--- config.mk ---
export PLATFORM = sky130hd
export DESIGN_NAME = mem_port_arbiter_flat
export DESIGN_NICKNAME = d
export VERILOG_FILES = /design/src/rtl/mem_port_arbiter_pkg.sv /design/src/rtl/mem_port_arbiter_if.sv /design/src/rtl/mem_arb_priority.sv /design/src/rtl/mem_port_arbiter.sv /design/src/flat_wrapper.sv
export SDC_FILE = /design/constraint.sdc
export NUM_CORES = 1
export LEC_CHECK = 0
export ABC_AREA = 1
export ABC_CLOCK_PERIOD_IN_PS = 2700
export BUFFER_PORTS_ARGS = -buffer_cell sky130_fd_sc_hd__buf_2
export CORE_ASPECT_RATIO = 0.7
export CORE_MARGIN = 2
export CORE_UTILIZATION = 33
export CTS_CLUSTER_SIZE = 40
export DETAILED_ROUTE_END_ITERATION = 10
export PLACE_DENSITY = 0.67
export SLEW_MARGIN = 20
export SYNTH_ARGS = -nofsm -noshare
export SYNTH_HDL_FRONTEND = slang
export SYNTH_SLANG_ARGS = --single-unit
--- constraint.sdc ---
create_clock -name clk -period 2.7 [get_ports clk]
set_input_delay 0.405 -clock clk [delete_from_list [all_inputs] [get_ports clk]]
set_output_delay 0.405 -clock clk [all_outputs]
set_load 0.02 [all_outputs]
--- src/rtl/mem_port_arbiter_pkg.sv ---
// -----------------------------------------------------------------------------
// mem_port_arbiter_pkg
// Shared types for the unified memory-port arbiter and its benches.
//   arb_state_e : FSM encoding (IDLE -> REQ -> WAIT -> IDLE)
//   owner_e     : which requester owns the outstanding transaction
//   NOP         : RV32I canonical no-op (addi x0,x0,0), handy as filler data
// -----------------------------------------------------------------------------
package mem_port_arbiter_pkg;

   typedef enum logic [1:0] {
      ST_IDLE = 2'd0,
      ST_REQ  = 2'd1,
      ST_WAIT = 2'd2
   } arb_state_e;

   typedef enum logic [1:0] {
      OWN_NONE = 2'd0,
      OWN_IF   = 2'd1,
      OWN_DATA = 2'd2
   } owner_e;

   localparam logic [31:0] NOP = 32'h0000_0013;

endpackage

--- src/rtl/mem_port_arbiter_if.sv ---
// -----------------------------------------------------------------------------
// mem_port_arbiter_if
// Bundles the fetch port, the data port and the memory port of the arbiter.
//   master : arbiter view (accepts requester traffic, drives the memory port)
//   slave  : environment view (fetch stage, data stage and memory model)
// -----------------------------------------------------------------------------
interface mem_port_arbiter_if #(
   parameter int AW = 32,
   parameter int DW = 32
);
   // fetch requester
   logic            if_req_valid;
   logic [AW-1:0]   if_req_addr;
   logic            if_req_ready;
   logic            if_rsp_valid;
   logic [DW-1:0]   if_rsp_data;
   // data requester
   logic            d_req_valid;
   logic            d_req_we;
   logic [AW-1:0]   d_req_addr;
   logic [DW-1:0]   d_req_wdata;
   logic [DW/8-1:0] d_req_wstrb;
   logic            d_req_ready;
   logic            d_rsp_valid;
   logic [DW-1:0]   d_rsp_rdata;
   // memory
   logic            mem_req_valid;
   logic            mem_req_ready;
   logic            mem_req_we;
   logic [AW-1:0]   mem_req_addr;
   logic [DW-1:0]   mem_req_wdata;
   logic [DW/8-1:0] mem_req_wstrb;
   logic            mem_rsp_valid;
   logic [DW-1:0]   mem_rsp_rdata;

   modport master (
      input  if_req_valid, if_req_addr,
      output if_req_ready, if_rsp_valid, if_rsp_data,
      input  d_req_valid, d_req_we, d_req_addr, d_req_wdata, d_req_wstrb,
      output d_req_ready, d_rsp_valid, d_rsp_rdata,
      output mem_req_valid, mem_req_we, mem_req_addr, mem_req_wdata, mem_req_wstrb,
      input  mem_req_ready, mem_rsp_valid, mem_rsp_rdata
   );

   modport slave (
      output if_req_valid, if_req_addr,
      input  if_req_ready, if_rsp_valid, if_rsp_data,
      output d_req_valid, d_req_we, d_req_addr, d_req_wdata, d_req_wstrb,
      input  d_req_ready, d_rsp_valid, d_rsp_rdata,
      input  mem_req_valid, mem_req_we, mem_req_addr, mem_req_wdata, mem_req_wstrb,
      output mem_req_ready, mem_rsp_valid, mem_rsp_rdata
   );

endinterface

--- src/rtl/mem_arb_priority.sv ---
// -----------------------------------------------------------------------------
// mem_arb_priority
// Combinational grant selection between fetch and data requesters.
//   en           : arbiter is idle and may grant this cycle
//   if_valid     : fetch request pending
//   d_valid      : data request pending
//   starve_cnt   : data grants made while fetch was waiting
//   grant_if/d   : one-hot grant (both 0 when nothing is granted)
//   starve_cnt_d : counter value to register if a grant happens
// -----------------------------------------------------------------------------
module mem_arb_priority #(
   parameter int STARVE_LIMIT = 4,
   parameter int CW           = $clog2(STARVE_LIMIT + 1)
) (
   input  logic          en,
   input  logic          if_valid,
   input  logic          d_valid,
   input  logic [CW-1:0] starve_cnt,
   output logic          grant_if,
   output logic          grant_d,
   output logic [CW-1:0] starve_cnt_d
);

   localparam logic [CW-1:0] LIMIT = CW'(STARVE_LIMIT);

   always_comb begin
      // NOTE: every output gets a default before any branch, so no path leaves
      // a value unassigned and no latch is inferred.
      grant_if     = 1'b0;
      grant_d      = 1'b0;
      starve_cnt_d = starve_cnt;
      if (en) begin
         // Data normally wins; a starved fetch overrides it once.
         if (if_valid && (!d_valid || (starve_cnt == LIMIT))) begin
            grant_if     = 1'b1;
            starve_cnt_d = '0;
         end else if (d_valid) begin
            grant_d = 1'b1;
            // Only data grants that actually made fetch wait count as starvation.
            if (if_valid && (starve_cnt != LIMIT)) begin
               starve_cnt_d = starve_cnt + 1'b1;
            end
         end
      end
   end

endmodule

--- src/rtl/mem_port_arbiter.sv ---
// -----------------------------------------------------------------------------
// mem_port_arbiter
// Shares one memory port between instruction fetch and load/store, one
// transaction outstanding at a time. Stale fetch responses after a redirect
// flush are consumed silently.
//   clk   : clock
//   reset : synchronous, active-high reset
//   flush : fetch redirect; marks an accepted, unfinished fetch as stale
//   bus   : fetch / data / memory handshakes (master view)
// -----------------------------------------------------------------------------
module mem_port_arbiter
   import mem_port_arbiter_pkg::*;
#(
   parameter int STARVE_LIMIT = 4,
   parameter int AW           = 32,
   parameter int DW           = 32
) (
   input  logic                clk,
   input  logic                reset,
   input  logic                flush,
   mem_port_arbiter_if.master  bus
);

   localparam int CW = $clog2(STARVE_LIMIT + 1);

   arb_state_e      state_q;
   owner_e          owner_q;
   logic            drop_q;
   logic [CW-1:0]   starve_q;
   logic [CW-1:0]   starve_d;
   logic            mem_req_valid_q;
   logic            mem_req_we_q;
   logic [AW-1:0]   mem_req_addr_q;
   logic [DW-1:0]   mem_req_wdata_q;
   logic [DW/8-1:0] mem_req_wstrb_q;

   logic arb_en;
   logic grant_if;
   logic grant_d;
   logic rsp_fire;

   // Grants are only offered while idle; reset keeps all outputs low.
   assign arb_en = (state_q == ST_IDLE) && !reset;

   mem_arb_priority #(
      .STARVE_LIMIT (STARVE_LIMIT)
   ) u_priority (
      .en           (arb_en),
      .if_valid     (bus.if_req_valid),
      .d_valid      (bus.d_req_valid),
      .starve_cnt   (starve_q),
      .grant_if     (grant_if),
      .grant_d      (grant_d),
      .starve_cnt_d (starve_d)
   );

   // NOTE: all state here is written with non-blocking assignments so every
   // register samples pre-edge values, independent of statement order.
   always_ff @(posedge clk) begin
      if (reset) begin
         state_q         <= ST_IDLE;
         owner_q         <= OWN_NONE;
         drop_q          <= 1'b0;
         starve_q        <= '0;
         mem_req_valid_q <= 1'b0;
         mem_req_we_q    <= 1'b0;
         mem_req_addr_q  <= '0;
         mem_req_wdata_q <= '0;
         mem_req_wstrb_q <= '0;
      end else begin
         case (state_q)
            ST_IDLE: begin
               if (grant_if || grant_d) begin
                  state_q         <= ST_REQ;
                  mem_req_valid_q <= 1'b1;
                  starve_q        <= starve_d;
                  if (grant_d) begin
                     owner_q         <= OWN_DATA;
                     drop_q          <= 1'b0;
                     mem_req_we_q    <= bus.d_req_we;
                     mem_req_addr_q  <= bus.d_req_addr;
                     mem_req_wdata_q <= bus.d_req_wdata;
                     mem_req_wstrb_q <= bus.d_req_wstrb;
                  end else begin
                     owner_q         <= OWN_IF;
                     // A redirect in the grant cycle already makes this fetch stale.
                     drop_q          <= flush;
                     mem_req_we_q    <= 1'b0;
                     mem_req_addr_q  <= bus.if_req_addr;
                     mem_req_wdata_q <= '0;
                     mem_req_wstrb_q <= '0;
                  end
               end
            end
            ST_REQ: begin
               if (flush && (owner_q == OWN_IF)) drop_q <= 1'b1;
               // The request is never withdrawn; a flushed fetch still finishes.
               if (bus.mem_req_ready) begin
                  mem_req_valid_q <= 1'b0;
                  state_q         <= ST_WAIT;
               end
            end
            ST_WAIT: begin
               if (flush && (owner_q == OWN_IF)) drop_q <= 1'b1;
               if (bus.mem_rsp_valid) begin
                  state_q <= ST_IDLE;
                  owner_q <= OWN_NONE;
                  drop_q  <= 1'b0;
               end
            end
            default: begin
               state_q         <= ST_IDLE;
               owner_q         <= OWN_NONE;
               drop_q          <= 1'b0;
               mem_req_valid_q <= 1'b0;
            end
         endcase
      end
   end

   // Responses arriving outside WAIT are protocol violations and are ignored.
   assign rsp_fire = (state_q == ST_WAIT) && bus.mem_rsp_valid && !reset;

   assign bus.if_req_ready = grant_if;
   assign bus.d_req_ready  = grant_d;

   assign bus.d_rsp_valid  = rsp_fire && (owner_q == OWN_DATA);
   assign bus.d_rsp_rdata  = bus.d_rsp_valid ? bus.mem_rsp_rdata : '0;
   assign bus.if_rsp_valid = rsp_fire && (owner_q == OWN_IF) && !drop_q;
   assign bus.if_rsp_data  = bus.if_rsp_valid ? bus.mem_rsp_rdata : '0;

   assign bus.mem_req_valid = mem_req_valid_q;
   assign bus.mem_req_we    = mem_req_we_q;
   assign bus.mem_req_addr  = mem_req_addr_q;
   assign bus.mem_req_wdata = mem_req_wdata_q;
   assign bus.mem_req_wstrb = mem_req_wstrb_q;

endmodule

--- src/flat_wrapper.sv ---
// flat-port wrapper written by rule: the top's interface ports become plain ports
module mem_port_arbiter_flat import mem_port_arbiter_pkg::*;
#(
   parameter int STARVE_LIMIT = 4,
   parameter int AW           = 32,
   parameter int DW           = 32
)
  (clk, reset, flush, bus_if_req_valid, bus_if_req_addr, bus_if_req_ready, bus_if_rsp_valid, bus_if_rsp_data, bus_d_req_valid, bus_d_req_we, bus_d_req_addr, bus_d_req_wdata, bus_d_req_wstrb, bus_d_req_ready, bus_d_rsp_valid, bus_d_rsp_rdata, bus_mem_req_valid, bus_mem_req_we, bus_mem_req_addr, bus_mem_req_wdata, bus_mem_req_wstrb, bus_mem_req_ready, bus_mem_rsp_valid, bus_mem_rsp_rdata);
  mem_port_arbiter_if #(.AW(AW), .DW(DW)) bus_i ();
  input  logic clk;
  input  logic reset;
  input  logic flush;
  input wire logic [$bits(bus_i.if_req_valid)-1:0] bus_if_req_valid;
  input wire logic [$bits(bus_i.if_req_addr)-1:0] bus_if_req_addr;
  output wire logic [$bits(bus_i.if_req_ready)-1:0] bus_if_req_ready;
  output wire logic [$bits(bus_i.if_rsp_valid)-1:0] bus_if_rsp_valid;
  output wire logic [$bits(bus_i.if_rsp_data)-1:0] bus_if_rsp_data;
  input wire logic [$bits(bus_i.d_req_valid)-1:0] bus_d_req_valid;
  input wire logic [$bits(bus_i.d_req_we)-1:0] bus_d_req_we;
  input wire logic [$bits(bus_i.d_req_addr)-1:0] bus_d_req_addr;
  input wire logic [$bits(bus_i.d_req_wdata)-1:0] bus_d_req_wdata;
  input wire logic [$bits(bus_i.d_req_wstrb)-1:0] bus_d_req_wstrb;
  output wire logic [$bits(bus_i.d_req_ready)-1:0] bus_d_req_ready;
  output wire logic [$bits(bus_i.d_rsp_valid)-1:0] bus_d_rsp_valid;
  output wire logic [$bits(bus_i.d_rsp_rdata)-1:0] bus_d_rsp_rdata;
  output wire logic [$bits(bus_i.mem_req_valid)-1:0] bus_mem_req_valid;
  output wire logic [$bits(bus_i.mem_req_we)-1:0] bus_mem_req_we;
  output wire logic [$bits(bus_i.mem_req_addr)-1:0] bus_mem_req_addr;
  output wire logic [$bits(bus_i.mem_req_wdata)-1:0] bus_mem_req_wdata;
  output wire logic [$bits(bus_i.mem_req_wstrb)-1:0] bus_mem_req_wstrb;
  input wire logic [$bits(bus_i.mem_req_ready)-1:0] bus_mem_req_ready;
  input wire logic [$bits(bus_i.mem_rsp_valid)-1:0] bus_mem_rsp_valid;
  input wire logic [$bits(bus_i.mem_rsp_rdata)-1:0] bus_mem_rsp_rdata;
  assign bus_i.if_req_valid = bus_if_req_valid;
  assign bus_i.if_req_addr = bus_if_req_addr;
  assign bus_if_req_ready = bus_i.if_req_ready;
  assign bus_if_rsp_valid = bus_i.if_rsp_valid;
  assign bus_if_rsp_data = bus_i.if_rsp_data;
  assign bus_i.d_req_valid = bus_d_req_valid;
  assign bus_i.d_req_we = bus_d_req_we;
  assign bus_i.d_req_addr = bus_d_req_addr;
  assign bus_i.d_req_wdata = bus_d_req_wdata;
  assign bus_i.d_req_wstrb = bus_d_req_wstrb;
  assign bus_d_req_ready = bus_i.d_req_ready;
  assign bus_d_rsp_valid = bus_i.d_rsp_valid;
  assign bus_d_rsp_rdata = bus_i.d_rsp_rdata;
  assign bus_mem_req_valid = bus_i.mem_req_valid;
  assign bus_mem_req_we = bus_i.mem_req_we;
  assign bus_mem_req_addr = bus_i.mem_req_addr;
  assign bus_mem_req_wdata = bus_i.mem_req_wdata;
  assign bus_mem_req_wstrb = bus_i.mem_req_wstrb;
  assign bus_i.mem_req_ready = bus_mem_req_ready;
  assign bus_i.mem_rsp_valid = bus_mem_rsp_valid;
  assign bus_i.mem_rsp_rdata = bus_mem_rsp_rdata;
  mem_port_arbiter #(.STARVE_LIMIT(STARVE_LIMIT), .AW(AW), .DW(DW)) u_core (.clk(clk), .reset(reset), .flush(flush), .bus(bus_i));
endmodule
==> impl_results.md <==
* Hold-fix buffer count after cts at 0
* Htree depth at 3
* Fmax at 447 MHz
* Count leader, synth: nand2_1
* Tot Pwr at 3.23 mW
* Internal Pwr Total at 2.33 mW
* Per-cell routed wire length at 12.4 um
* Hpwl dp at 9290 um
* Core Rows at 32
* Vias at 4310
* CP startpoint kind: flip-flop
* R2r setup slk at 870 ps
* Main synth FF type: dfxtp_1
* DR pass1 iterations at 4
* WL final at 12300 um
* Total gr overflow at 0
* Post-route DRC at 0
* Most Used Layer, Global Route: met2
* Mapped Avg Cell Area at 6.72 um^2
* Root Driver: clkbuf_16
* Commonest cells in the netlist: nand2_1 (152), dfxtp_1 (78), inv_1 (74)
* Die footprint at 12500 um^2
* Synth Net Count at 713
* Die X at 133 um
* Largest net degree at the start of global routing at 65
* VDD IR max at 0.279 mV
* Post-DR vias/cell at 4.35
* Crit path kind: flip-flop to output pin
* IO Port Bufs at 277
* Finished Cell Area at 5590 um^2
* I/O pin cnt at 278
* Slew headroom at 64.4%
* Outcome: finished clean
* Routability Congestion at 0.849
* Setup violators final at 0
* Crit. End Element: output pin
* CTS clk-pin slew, worst paths at 60 ps
* Clock Skew at 3.53 ps
* Fin nets at 973
* Setup TNS at 0 ps
* Dominant cell type by area after synthesis: dfxtp_1
* Worst min-delay path class: primary input to flip-flop
* Post-synth EDFFs at 0
* GRT Total Usage at 18.5%
* Post-synth top area share at 40.7%
* First DRT Iteration DRCs at 162
* MaxCap Viol Count at 0
* Met1 Resource Use GR at 20.6%
* Antenna violations before repair at 2
* # Post-CTS Setup Buffers at 0
* First-pass GRT wire length at 18600 um
* Max-slew violations at 0
* Fill cells at 1166
* Layout cells sized above 1 at 37.7%
* Tcrit/Tclk final at 82.9%
* Post-route ant nets at 0
* Clk pwr share at 40.1%
* Hold Fails Final Rpt at 0
* Seq/Total Area, Yosys at 40.7%
* Sw power at 904 uW
* Worst Path Arrival at 1830 ps
* Grt met2 use at 34.5%
* Seq pwr share at 39.7%
* Resized Gates After CTS at 0
* Clk buf depth at 2
* Comb pwr share at 20.2%
* Pleak at 3.32 nW
* Sw Ratio at 27.9%
* Die Ht at 94.2 um
* Synth area leaders: dfxtp_1 (41%), nand2_1 (15%), nand3_1 (9.3%)
* Synth cell types at 27
* CTS tree: built
* Post-DP Area at 5260 um^2
* Synthesized area at 3840 um^2
* Total core area at 11200 um^2
* Worst-Skew Late Latency at 330 ps
* Grt met3 use at 4.69%
* Slew @ Worst Pin at 534 ps
* FF+latch count, synth at 78
* CP Max Fanout at 32
* Synth warn at 0
* Syn-to-layout area delta at 45.6%
* Num CTS Buffers at 9
* Power Density at 579 nW/um^2
* Clock sinks at 78
* Gate Count Post-Synth at 571
* Async SR Flop Fraction at 0%
* Initial core utilization at 34.4%
* Post-layout min period at 2240 ps
* RSZ-0062 raised after global routing: false
* Number of global-route vias before repair at 3774
* CP Data Required Time at 2300 ps
layout make-up:
type                            count  area, um^2  area share [%]
Clock buffer                       10         239            4.28
Tap cell                          153         191            3.43
Inverter                           79         302            5.40
Sequential cell                    78        1560            27.9
Multi-Input combinational cell    380        1760            31.6
Antenna cell                        2        5.00          0.0895
Clock inverter                      5        82.6            1.48
Timing Repair Buffer              283        1440            25.8
critical path, stage by stage (launching register included):
cell	delay (ps)
dfxtp_1	500
nand4_2	190
nor3_2	200
inv_2	250
nor2_1	180
buf_2	180
per-stage QoR:
step	instances	utilization (%)	hold WS, ps	worst slack (ps)
6_report	990	50.0	317	462
5_1_grt	990	50.0	311	319
4_1_cts	988	50.0	304	442
3_5_place_dp	973	47.1	451	680
3_3_place_gp	973	47.1	448	729
2_1_floorplan	571	-	439	654
logic make-up after synthesis:
group           synth area share, %
compound gates                 6.98
xor+xnor                      0.228
fa+ha+maj                     0.652
buf+inv                        13.4
flops                          40.7
simple gates                   38.1
routing by layer:
metal | vias to the layer above | part of all wire [%]
met3 | 13 | 6.1
met4 | 0 | 1.6
met5 | - | 0
met2 | 151 | 50
met1 | 1874 | 42
li1 | 2272 | -
state kept, by name (all words and copies together), names as in the netlist:
signal,count
u_core.bus.mem_req_addr,32
u_core.bus.mem_req_wdata,32
u_core.bus.mem_req_wstrb,4
u_core.starve_q,3
u_core.owner_q,2
u_core.state_q,2
u_core.bus.mem_req_valid,1
u_core.bus.mem_req_we,1
u_core.drop_q,1
power groups by stage:
stage | Combinational, mW | Sequential (mW) | Clock (mW)
floorplan | 0.325 | 1.40 | 0
global placement | 0.653 | 1.31 | 0
detailed placement | 0.656 | 1.31 | 0
CTS | 0.659 | 1.28 | 1.34
global route | 0.725 | 1.29 | 1.38
finish | 0.653 | 1.28 | 1.30
path summary, 6_finish.rpt:
kind                 startpoint                          end  depth (start not counted)
max           u_core.state_q[1]          bus_d_rsp_rdata[12]                          5
min          bus_d_req_wdata[8]  u_core.bus.mem_req_wdata[8]                          3
max reg2reg  u_core.starve_q[0]  u_core.bus.mem_req_addr[18]                         10
min reg2reg   u_core.owner_q[1]            u_core.owner_q[1]                          2
placed cells by master, fill, tap and decap left out:
cell,netlist,final
a211oi_1,3,3
a21oi_1,43,43
a31o_2,1,1
buf_12,0,1
buf_2,13,277
buf_4,10,5
bufinv_16,0,2
clkbuf_16,0,9
clkbuf_8,0,1
clkinv_2,0,1
clkinv_4,0,1
dfxtp_1,78,78
diode_2,0,2
ha_1,2,2
inv_1,74,74
inv_2,3,3
inv_4,2,2
inv_6,0,1
nand2_1,152,152
nand3_1,71,71
nand4_2,1,1
nand4_4,1,1
nor2_1,65,65
nor2_4,1,1
nor3_1,1,1
nor3_2,2,2
nor3_4,1,1
o21ai_0,1,1
o21ai_4,1,1
or2_1,29,29
or2_2,4,4
xor2_1,1,1
Power figures use the tool's default switching activity.
